## config.mk

```make
export PLATFORM = sky130hd
export DESIGN_NAME = muldiv_seq
export DESIGN_NICKNAME = d
export VERILOG_FILES = /design/src/rtl/muldiv_pkg.sv /design/src/rtl/muldiv_step.sv /design/src/rtl/muldiv_seq.sv
export SDC_FILE = /design/constraint.sdc
export NUM_CORES = 1
export LEC_CHECK = 0
export BUFFER_PORTS_ARGS = -buffer_cell sky130_fd_sc_hd__buf_2
export CAP_MARGIN = 20
export CORE_MARGIN = 2
export CORE_UTILIZATION = 35
export CTS_BUF_LIST = sky130_fd_sc_hd__clkbuf_8
export DETAILED_ROUTE_END_ITERATION = 8
export GPL_TIMING_DRIVEN = 0
export HOLD_SLACK_MARGIN = 0.08
export PLACE_DENSITY = 0.56
export SYNTH_ARGS = -nofsm -noshare
export SYNTH_HDL_FRONTEND = slang
export SYNTH_SLANG_ARGS = --single-unit
```

## constraint.sdc

```tcl
create_clock -name clk -period 5.7 [get_ports clk]
set_input_delay 0.57 -clock clk [delete_from_list [all_inputs] [get_ports clk]]
set_output_delay 0.57 -clock clk [all_outputs]
set_load 0.02 [all_outputs]
```

## src/rtl/muldiv_pkg.sv

```systemverilog
// Shared types and constants for the sequential HI/LO multiply/divide unit.
// No logic; pure declarations.
// No flow control.
package muldiv_pkg;

    typedef enum logic [1:0] {
        ST_IDLE = 2'd0,
        ST_RUN  = 2'd1,
        ST_DONE = 2'd2
    } state_t;

    localparam logic OP_MULTU     = 1'b0;
    localparam logic OP_DIVU      = 1'b1;
    localparam int   ITER_DEFAULT = 32;

endpackage

```

## src/rtl/muldiv_step.sv

```systemverilog
// One shift-add (MULTU) or restoring (DIVU) iteration on the {acc_hi, acc_lo} pair.
// Purely combinational, zero latency.
// No flow control; the caller decides when to register the result.
module muldiv_step
    import muldiv_pkg::*;
(
    input  logic        op,
    input  logic [31:0] acc_hi,
    input  logic [31:0] acc_lo,
    input  logic [31:0] opnd,
    output logic [31:0] nxt_hi,
    output logic [31:0] nxt_lo
);

    logic [32:0] sum;
    logic [32:0] trial;

    // Multiply: conditionally add the multiplicand to the upper half, then shift
    // the 64-bit pair right. Divide: shift the pair left one bit and keep the
    // 33-bit trial difference only when it does not borrow.
    always_comb begin
        sum    = {1'b0, acc_hi} + (acc_lo[0] ? {1'b0, opnd} : 33'd0);
        trial  = {acc_hi, acc_lo[31]} - {1'b0, opnd};
        nxt_hi = sum[32:1];
        nxt_lo = {sum[0], acc_lo[31:1]};
        if (op == OP_DIVU) begin
            if (!trial[32]) begin
                nxt_hi = trial[31:0];
                nxt_lo = {acc_lo[30:0], 1'b1};
            end else begin
                nxt_hi = {acc_hi[30:0], acc_lo[31]};
                nxt_lo = {acc_lo[30:0], 1'b0};
            end
        end
    end

endmodule

```

## src/rtl/muldiv_seq.sv

```systemverilog
// Iterative unsigned MULTU/DIVU unit owning the architectural HI/LO registers.
// Latency: ITER+1 cycles from start to the done pulse; divide-by-zero completes in 1.
// Backpressure: stall asserts while busy and the pipeline needs the unit or HI/LO.
module muldiv_seq
    import muldiv_pkg::*;
#(
    parameter int ITER = ITER_DEFAULT
) (
    input  logic        clk,
    input  logic        rst,
    input  logic        start,
    input  logic        op,
    input  logic [31:0] a,
    input  logic [31:0] b,
    input  logic        hilo_rd,
    input  logic        wr_hi,
    input  logic        wr_lo,
    input  logic [31:0] wd,
    output logic [31:0] hi,
    output logic [31:0] lo,
    output logic        busy,
    output logic        done,
    output logic        stall
);

    localparam int            CW   = (ITER > 1) ? $clog2(ITER) : 1;
    localparam logic [CW-1:0] LAST = CW'(ITER - 1);

    state_t        state;
    logic [CW-1:0] count;
    logic          op_q;
    logic [31:0]   opnd_q;
    logic [31:0]   acc_hi;
    logic [31:0]   acc_lo;
    logic [31:0]   step_hi;
    logic [31:0]   step_lo;
    logic [31:0]   hi_q;
    logic [31:0]   lo_q;
    logic          div_zero;

    assign div_zero = (op == OP_DIVU) && (b == 32'd0);

    muldiv_step u_step (
        .op     (op_q),
        .acc_hi (acc_hi),
        .acc_lo (acc_lo),
        .opnd   (opnd_q),
        .nxt_hi (step_hi),
        .nxt_lo (step_lo)
    );

    // Control FSM, iteration counter, accumulators and HI/LO. The accumulator
    // low half starts with the multiplier (MULTU) or dividend (DIVU); the other
    // operand is held in opnd_q for the whole run. HI/LO change only through
    // MTHI/MTLO when not busy, or on the edge that enters DONE, so a result
    // always lands after any MTHI/MTLO issued alongside its start.
    always_ff @(posedge clk) begin
        if (rst) begin
            state  <= ST_IDLE;
            count  <= '0;
            op_q   <= OP_MULTU;
            opnd_q <= '0;
            acc_hi <= '0;
            acc_lo <= '0;
            hi_q   <= '0;
            lo_q   <= '0;
        end else begin
            case (state)
                ST_IDLE, ST_DONE: begin
                    if (wr_hi) hi_q <= wd;
                    if (wr_lo) lo_q <= wd;
                    if (start) begin
                        op_q   <= op;
                        count  <= '0;
                        acc_hi <= '0;
                        opnd_q <= (op == OP_MULTU) ? a : b;
                        acc_lo <= (op == OP_MULTU) ? b : a;
                        if (div_zero) begin
                            state <= ST_DONE;
                            hi_q  <= a;
                            lo_q  <= 32'hFFFF_FFFF;
                        end else begin
                            state <= ST_RUN;
                        end
                    end else begin
                        state <= ST_IDLE;
                    end
                end
                ST_RUN: begin
                    acc_hi <= step_hi;
                    acc_lo <= step_lo;
                    if (count == LAST) begin
                        state <= ST_DONE;
                        hi_q  <= step_hi;
                        lo_q  <= step_lo;
                    end else begin
                        count <= count + CW'(1);
                    end
                end
                default: state <= ST_IDLE;
            endcase
        end
    end

    assign hi    = hi_q;
    assign lo    = lo_q;
    assign busy  = (state == ST_RUN);
    assign done  = (state == ST_DONE);
    assign stall = busy && (start || hilo_rd || wr_hi || wr_lo);

endmodule

```

; After elaboration in Yosys (flattened, before gate mapping)
; Cells that the tools add are included.
[word_totals]
regBits = 168
inputBits = 103
word_cells = 58
[op_classes]
n_addsub = 3
eq_ne = 6
mux = 28
reduce_logical = 13
[op_table]
columns = op, n
row1 = 32-bit 2-to-1 mux, 16
row2 = 32-bit one-hot mux with 2 select lines, 4
row3 = 32-bit by 33-bit adder with 33-bit output, 1
row4 = 33-bit by 32-bit subtractor with 33-bit output, 1
row5 = 32-bit logical NOT, 1
row6 = 5-bit 2-to-1 mux, 2
row7 = 5-bit one-hot mux with 2 select lines, 1
row8 = 2-bit 2-to-1 mux, 3
row9 = 2-bit AND reduction, 3
row10 = 5-bit by 1-bit adder with 5-bit output (second input constant), 1
row11 = 5-bit == test (second input constant), 1
row12 = 2-bit inequality test (second input constant), 2
row13 = 2-bit one-hot mux with 2 select lines, 1
row14 = 1-bit logical OR, 3
row15 = 3-bit AND reduction, 1
row16 = 2-bit by 1-bit == test with 1-bit output (second input constant), 1
row17 = 2-bit == test (second input constant), 1
row18 = 1-bit logical AND, 2
row19 = 2-bit logical NOT, 1
row20 = 2-bit by 1-bit inequality test with 1-bit output (second input constant), 1
row21 = 2-bit nonzero test, 1
row22 = 2-bit OR reduction, 1
row23 = 1-bit 2-to-1 mux, 1

; Depth between registers and ports, before layout
[logic_depth]
word_depth = 5
ltp_mapped = 16
ltp_nobuf = 13

; Hierarchy
; A second synthesis with hierarchy kept.
[unflattened]
cells_unflattened = 1824
area_unflattened_um2 = 13695.6
[modules_own_cells]
columns = module, n_inst, cells_per_inst, area_per_inst_um2, seq_area_each_um2
row1 = muldiv_seq, 1, 1098, 8834.7, 3363.2
row2 = muldiv_step, 1, 726, 4860.9, 0.0

; Worst setup path before layout
; OpenSTA, ideal clock, no wires.
[synth_timing]
kind = register to register
from = reg acc_lo[0]
to = reg hi_q[23], in the netlist hi[23]
setup_ns = 0.091
arrival_ns = 3.118
required_time_ns = 5.609
setup_slack_ns = 2.491
stages_incl_launch_ff = 14
synth_period_minus_slack_ns = 3.209
path_cell_list = dfxtp_1 clkbuf_1 and2_1 ha_1 fa_1 a211oi_1 o21bai_1 a211o_1 a311oi_1 o21ai_0 a21oi_1 nand4_1 o211a_1 a311oi_1
[synth_between]
elab_chain_len = 5
[synth_rtl]
columns = element, line
row1 = from (decl), muldiv_seq.sv:34  ; logic [31:0] acc_lo;
row2 = from (signal assigned), muldiv_seq.sv:77  ; acc_lo <= (op == OP_MULTU) ? b : a;
row3 = from (signal assigned), muldiv_seq.sv:91  ; acc_lo <= step_lo;
row4 = 32-bit 2-to-1 mux, muldiv_step.sv:22  ; sum = {1'b0, acc_hi} + (acc_lo[0] ? {1'b0, opnd} : 33'd0);
row5 = 32-bit by 33-bit adder with 33-bit output, muldiv_step.sv:22
row6 = 32-bit 2-to-1 mux, muldiv_step.sv:26  ; if (op == OP_DIVU) begin
row7 = 32-bit 2-to-1 mux, muldiv_seq.sv:92  ; if (count == LAST) begin
row8 = 32-bit one-hot mux with 2 select lines, muldiv_seq.sv:68  ; case (state)
row9 = to (signal assigned), muldiv_seq.sv:70  ; if (wr_hi) hi_q <= wd;
row10 = to (signal assigned), muldiv_seq.sv:94  ; hi_q <= step_hi;
row11 = to (decl), muldiv_seq.sv:37  ; logic [31:0] hi_q;
; Every way passes these cells. The select of a mux whose other input is x is not followed.
; A chain may end at the register's enable or synchronous reset.

; Final worst setup path
[layout_timing]
from = reg acc_lo[31]
to = reg hi_q[27], in the netlist hi[27]
[layout_between]
elab_chain_len = 5
[layout_rtl]
columns = element, line
row1 = 33-bit by 32-bit subtractor with 33-bit output, muldiv_step.sv:23  ; trial = {acc_hi, acc_lo[31]} - {1'b0, opnd};
row2 = 32-bit 2-to-1 mux, muldiv_step.sv:27  ; if (!trial[32]) begin
row3 = 32-bit 2-to-1 mux, muldiv_step.sv:26
row4 = 32-bit 2-to-1 mux, muldiv_seq.sv:92
row5 = 32-bit one-hot mux with 2 select lines, muldiv_seq.sv:68
; Every way passes these cells. The select of a mux whose other input is x is not followed.

==> summary.txt <==
Outcome
  – Status: completed

Logic synthesis
  – Post-synthesis adder-cell area fraction: 0.0664
  – Top cells by count, synth: 201 x nand2_1, 168 x dfxtp_1, 161 x a21oi_1, 161 x nor2_1, 120 x mux2i_1
  – Largest family of logic cells by synthesized area: compound AO/OA/AOI/OAI gates
  – Syn_nets: 1,880
  – Mux cell area share after synthesis: 0.134
  – Yosys warns: 0
  – Top_reg_cell synth: dfxtp_1
  – Async set or reset register ratio after synthesis: 0
  – EDFF count, synth: 0
  – Mean Syn Cell Area: 7.63 um^2
  – Synth Instances: 1,709
  – Area leader, netlist: dfxtp_1
  – Mapped cell area: 13,000 um^2
  – Compound-Gate Fraction of Synth Area: 0.274
  – Share of the synthesized area in the top cell type: 0.258
  – Synth Area in XOR/XNOR: 0.0316
  – Simple-gate share of the synthesized area: 0.180
  – Synth area leaders: dfxtp_1 26%, mux2i_1 9.2%, ha_1 6.3%
  – Synth unique cells: 72
  – Sequential share of the synthesized area: 0.258
  – Seq cells post-synth: 168
  – Most common cell in the netlist: nand2_1

Drt
  – Via density: 5.93
  – Pre-antenna DRT Iters: 6
  – Initial DRC Count: 1,021
  – DR WL met3: 3.98 mm
  – Antenna viol nets, final: 0
  – WL final: 56.2 mm
  – Remaining routing DRC violations: 0
  – Wire length per cell: 23.7 um
  – Routed wl met2: 26.1 mm
  – Via count of the routed design: 14,100
  – Top sig layer: met5
  – M1 wire length: 24.1 mm

Clocking
  – Post-CTS Hold Fix Bufs: 0
  – Worst-path clk slew: 0.10 ns
  – H-tree levels: 4
  – Cts bufs inserted: 17
  – Worst-Skew Late Latency: 0.48 ns
  – Clock tree buffer depth: 2
  – Number of setup buffers added after CTS: 0
  – Root Driver: clkbuf_8
  – CTS tree: done
  – Clock sink count: 168
  – # resized after CTS: 0

Global route
  – Tot GR Track Use: 0.285
  – Initial antenna violation count: 1
  – Global route overflow: 0
  – First-pass GRT wire length: 83.9 mm
  – Vias in the first global route: 13,600
  – Pin count of the biggest net entering global routing: 17

Floorplan
  – Chip Height: 197 um
  – Initial Utilization: 0.355
  – Rows: 70
  – Chip width: 197 um
  – Die Area: 38,800 um^2
  – Io pins: 170
  – Total core area: 36,700 um^2

Layout
  – Fillcell total: 3,818
  – Antenna cell count: 0
  – Post-Route Utilization: 0.404
  – Area grow syn2layout: 13.8%
  – Layout cells sized above 1: 0.149
  – Nets: 2,065

Min path
  – Hold EP: opnd_q[4]
  – HP Class: in -> reg
  – Min-Delay Path Depth: 3
  – Hold Crit Start: a[4]

Placement
  – HPWL Detailed: 45.3 mm
  – Gp weighted congestion: 0.974
  – Port-buffer cells: 166
  – Worst slack at placement: 1.53 ns

Critical path
  – CP Depth: 16
  – Element type at the critical path end: register
  – R2R cell count: 16
  – Crit Path Class: reg -> reg
  – CP Launch Type: register
  – CP max-delay cell: fa_1
  – FF-to-FF setup slack: 1.44 ns
  – Max incr delay on CP: 0.44 ns
  – Worst r2r dst: hi[27]
  – Data required, critical path: 6.03 ns
  – Critical path's top delay family: compound AO/OA/AOI/OAI gates
  – CP arrival: 4.60 ns
  – Crit-path cells: inv_1, ha_1, inv_1, fa_1, a211oi_2, o21a_2, a21oi_1, o311a_1, o31ai_4, and3_1, buf_4, buf_6, buf_6, a31oi_1, o211ai_1, a311oi_1
  – Origin of the critical flop-to-flop path: acc_lo[31]
  – Worst Path Max Fanout: 10
  – CP Buf/Inv Count: 5

Pwr
  – Net Sw Frac: 0.387
  – Reg power frac: 0.407
  – Total power: 3.36 mW
  – Pleak: 6.32 nW
  – Cell internal pwr: 2.06 mW
  – Sw power: 1.30 mW
  – Clk pwr share: 0.266
  – PwrDens: 226 nW/um^2
  – Max VDD drop: 0.000142 V
  – Combinational share of power: 0.327

STA
  – Worst slew pin tran: 1.01 ns
  – Fmax: 235 MHz
  – Period minus WS final: 4.26 ns
  – Max-slew violation count: 0
  – Clock Skew: 0.0155 ns
  – Final Hold Fails: 0
  – Normalized max-slew margin: 0.329
  – RSZ-0062 raised after global routing: false
  – Final TNS setup: 0 ns
  – Final setup vio count: 0
  – Final period util: 0.748
  – Post-route setup slack: 1.44 ns

Run
  – Max cap viols: 0
cell usage in the layout, fill, tap and decap left out, types with 9 or more instances in the layout:
| cell | synthesis | routed |
|---|---|---|
| and2_1 | 36 | 36 |
| a311oi_1 | 47 | 47 |
| mux2i_1 | 120 | 120 |
| a31o_2 | 18 | 18 |
| o21ai_0 | 105 | 105 |
| o21bai_1 | 11 | 11 |
| nand3_1 | 33 | 33 |
| nor2_1 | 161 | 161 |
| a21o_1 | 20 | 20 |
| clkbuf_8 | 0 | 18 |
| buf_1 | 13 | 13 |
| o211ai_1 | 56 | 56 |
| nand4_1 | 21 | 21 |
| xor2_1 | 18 | 18 |
| nor3_1 | 28 | 28 |
| mux2_2 | 49 | 49 |
| ha_1 | 66 | 66 |
| nand2_1 | 201 | 201 |
| nor4_1 | 10 | 10 |
| a31oi_1 | 12 | 12 |
| xnor2_1 | 29 | 29 |
| dfxtp_1 | 168 | 168 |
| inv_1 | 54 | 56 |
| nor2b_1 | 9 | 9 |
| o21a_1 | 9 | 9 |
| clkbuf_1 | 107 | 107 |
| buf_2 | 7 | 173 |
| a21oi_1 | 161 | 161 |
| a211oi_1 | 44 | 44 |
worst min-delay path: stages:
cell and delay [ns]:
buf_2 0.12, mux2i_1 0.12, a211oi_1 0.08
routing by layer:
layer / vias up / global-route usage
li1: 6622 / -
met2: 632 / 0.482
met3: 116 / 0.0343
met5: - / 0
met4: 2 / 0.104
met1: 6713 / 0.373
through the flow:
step | cells | hold WS (ns) | area, um^2
detailed placement | 2343 | 0.466 | 14500
global placement | 2343 | 0.462 | 14500
floorplan | 1709 | 0.465 | 13000
finish | 2375 | 0.457 | 14800
global route | 2375 | 0.468 | 14800
CTS | 2375 | 0.435 | 14800
flip-flops by register name, indices dropped and copies added (netlist names):
| register | count |
|---|---|
| count | 5 |
| op_q | 1 |
| hi | 32 |
| lo | 32 |
| state | 2 |
| opnd_q | 32 |
| acc_lo | 32 |
| acc_hi | 32 |
how the worst max path moves through the flow:
stage	start	end	slack (ns)
finish	acc_lo[31]	hi[27]	1.44
global route	acc_lo[0]	hi[23]	1.11
CTS	acc_lo[0]	hi[23]	1.50
detailed placement	acc_lo[31]	hi[27]	1.53
global placement	acc_lo[0]	hi[23]	1.49
floorplan	acc_lo[0]	hi[23]	2.49
layout make-up:
type	instances	area, um^2	share of cell area
Multi-Input combinational cell	1355	8950	0.603
Sequential cell	168	3360	0.227
Timing Repair Buffer	166	831	0.0560
Tap cell	468	586	0.0395
Buffer	131	520	0.0351
Clock buffer	18	248	0.0167
Inverter	55	206	0.0139
Clock inverter	14	135	0.00910
power by group through the flow:
stage	Sequential, mW	Combinational [mW]	Clock (mW)
after floorplan	1.40	0.665	0
after global placement	1.39	1.07	0
after detailed placement	1.39	1.07	0
after global routing	1.38	1.19	0.936
after CTS	1.36	1.08	0.898
final	1.37	1.10	0.895
kinds of logic after synthesis:
kind of cell | count (synthesis)
muxes | 169
and+or+nand+nor | 529
adders and majority gates | 68
DFF | 168
AOI/OAI and AO/OA | 542
buffers and inverters | 186
xor gates and xnor gates | 47
No activity file was read; power rests on OpenSTA's default activity.
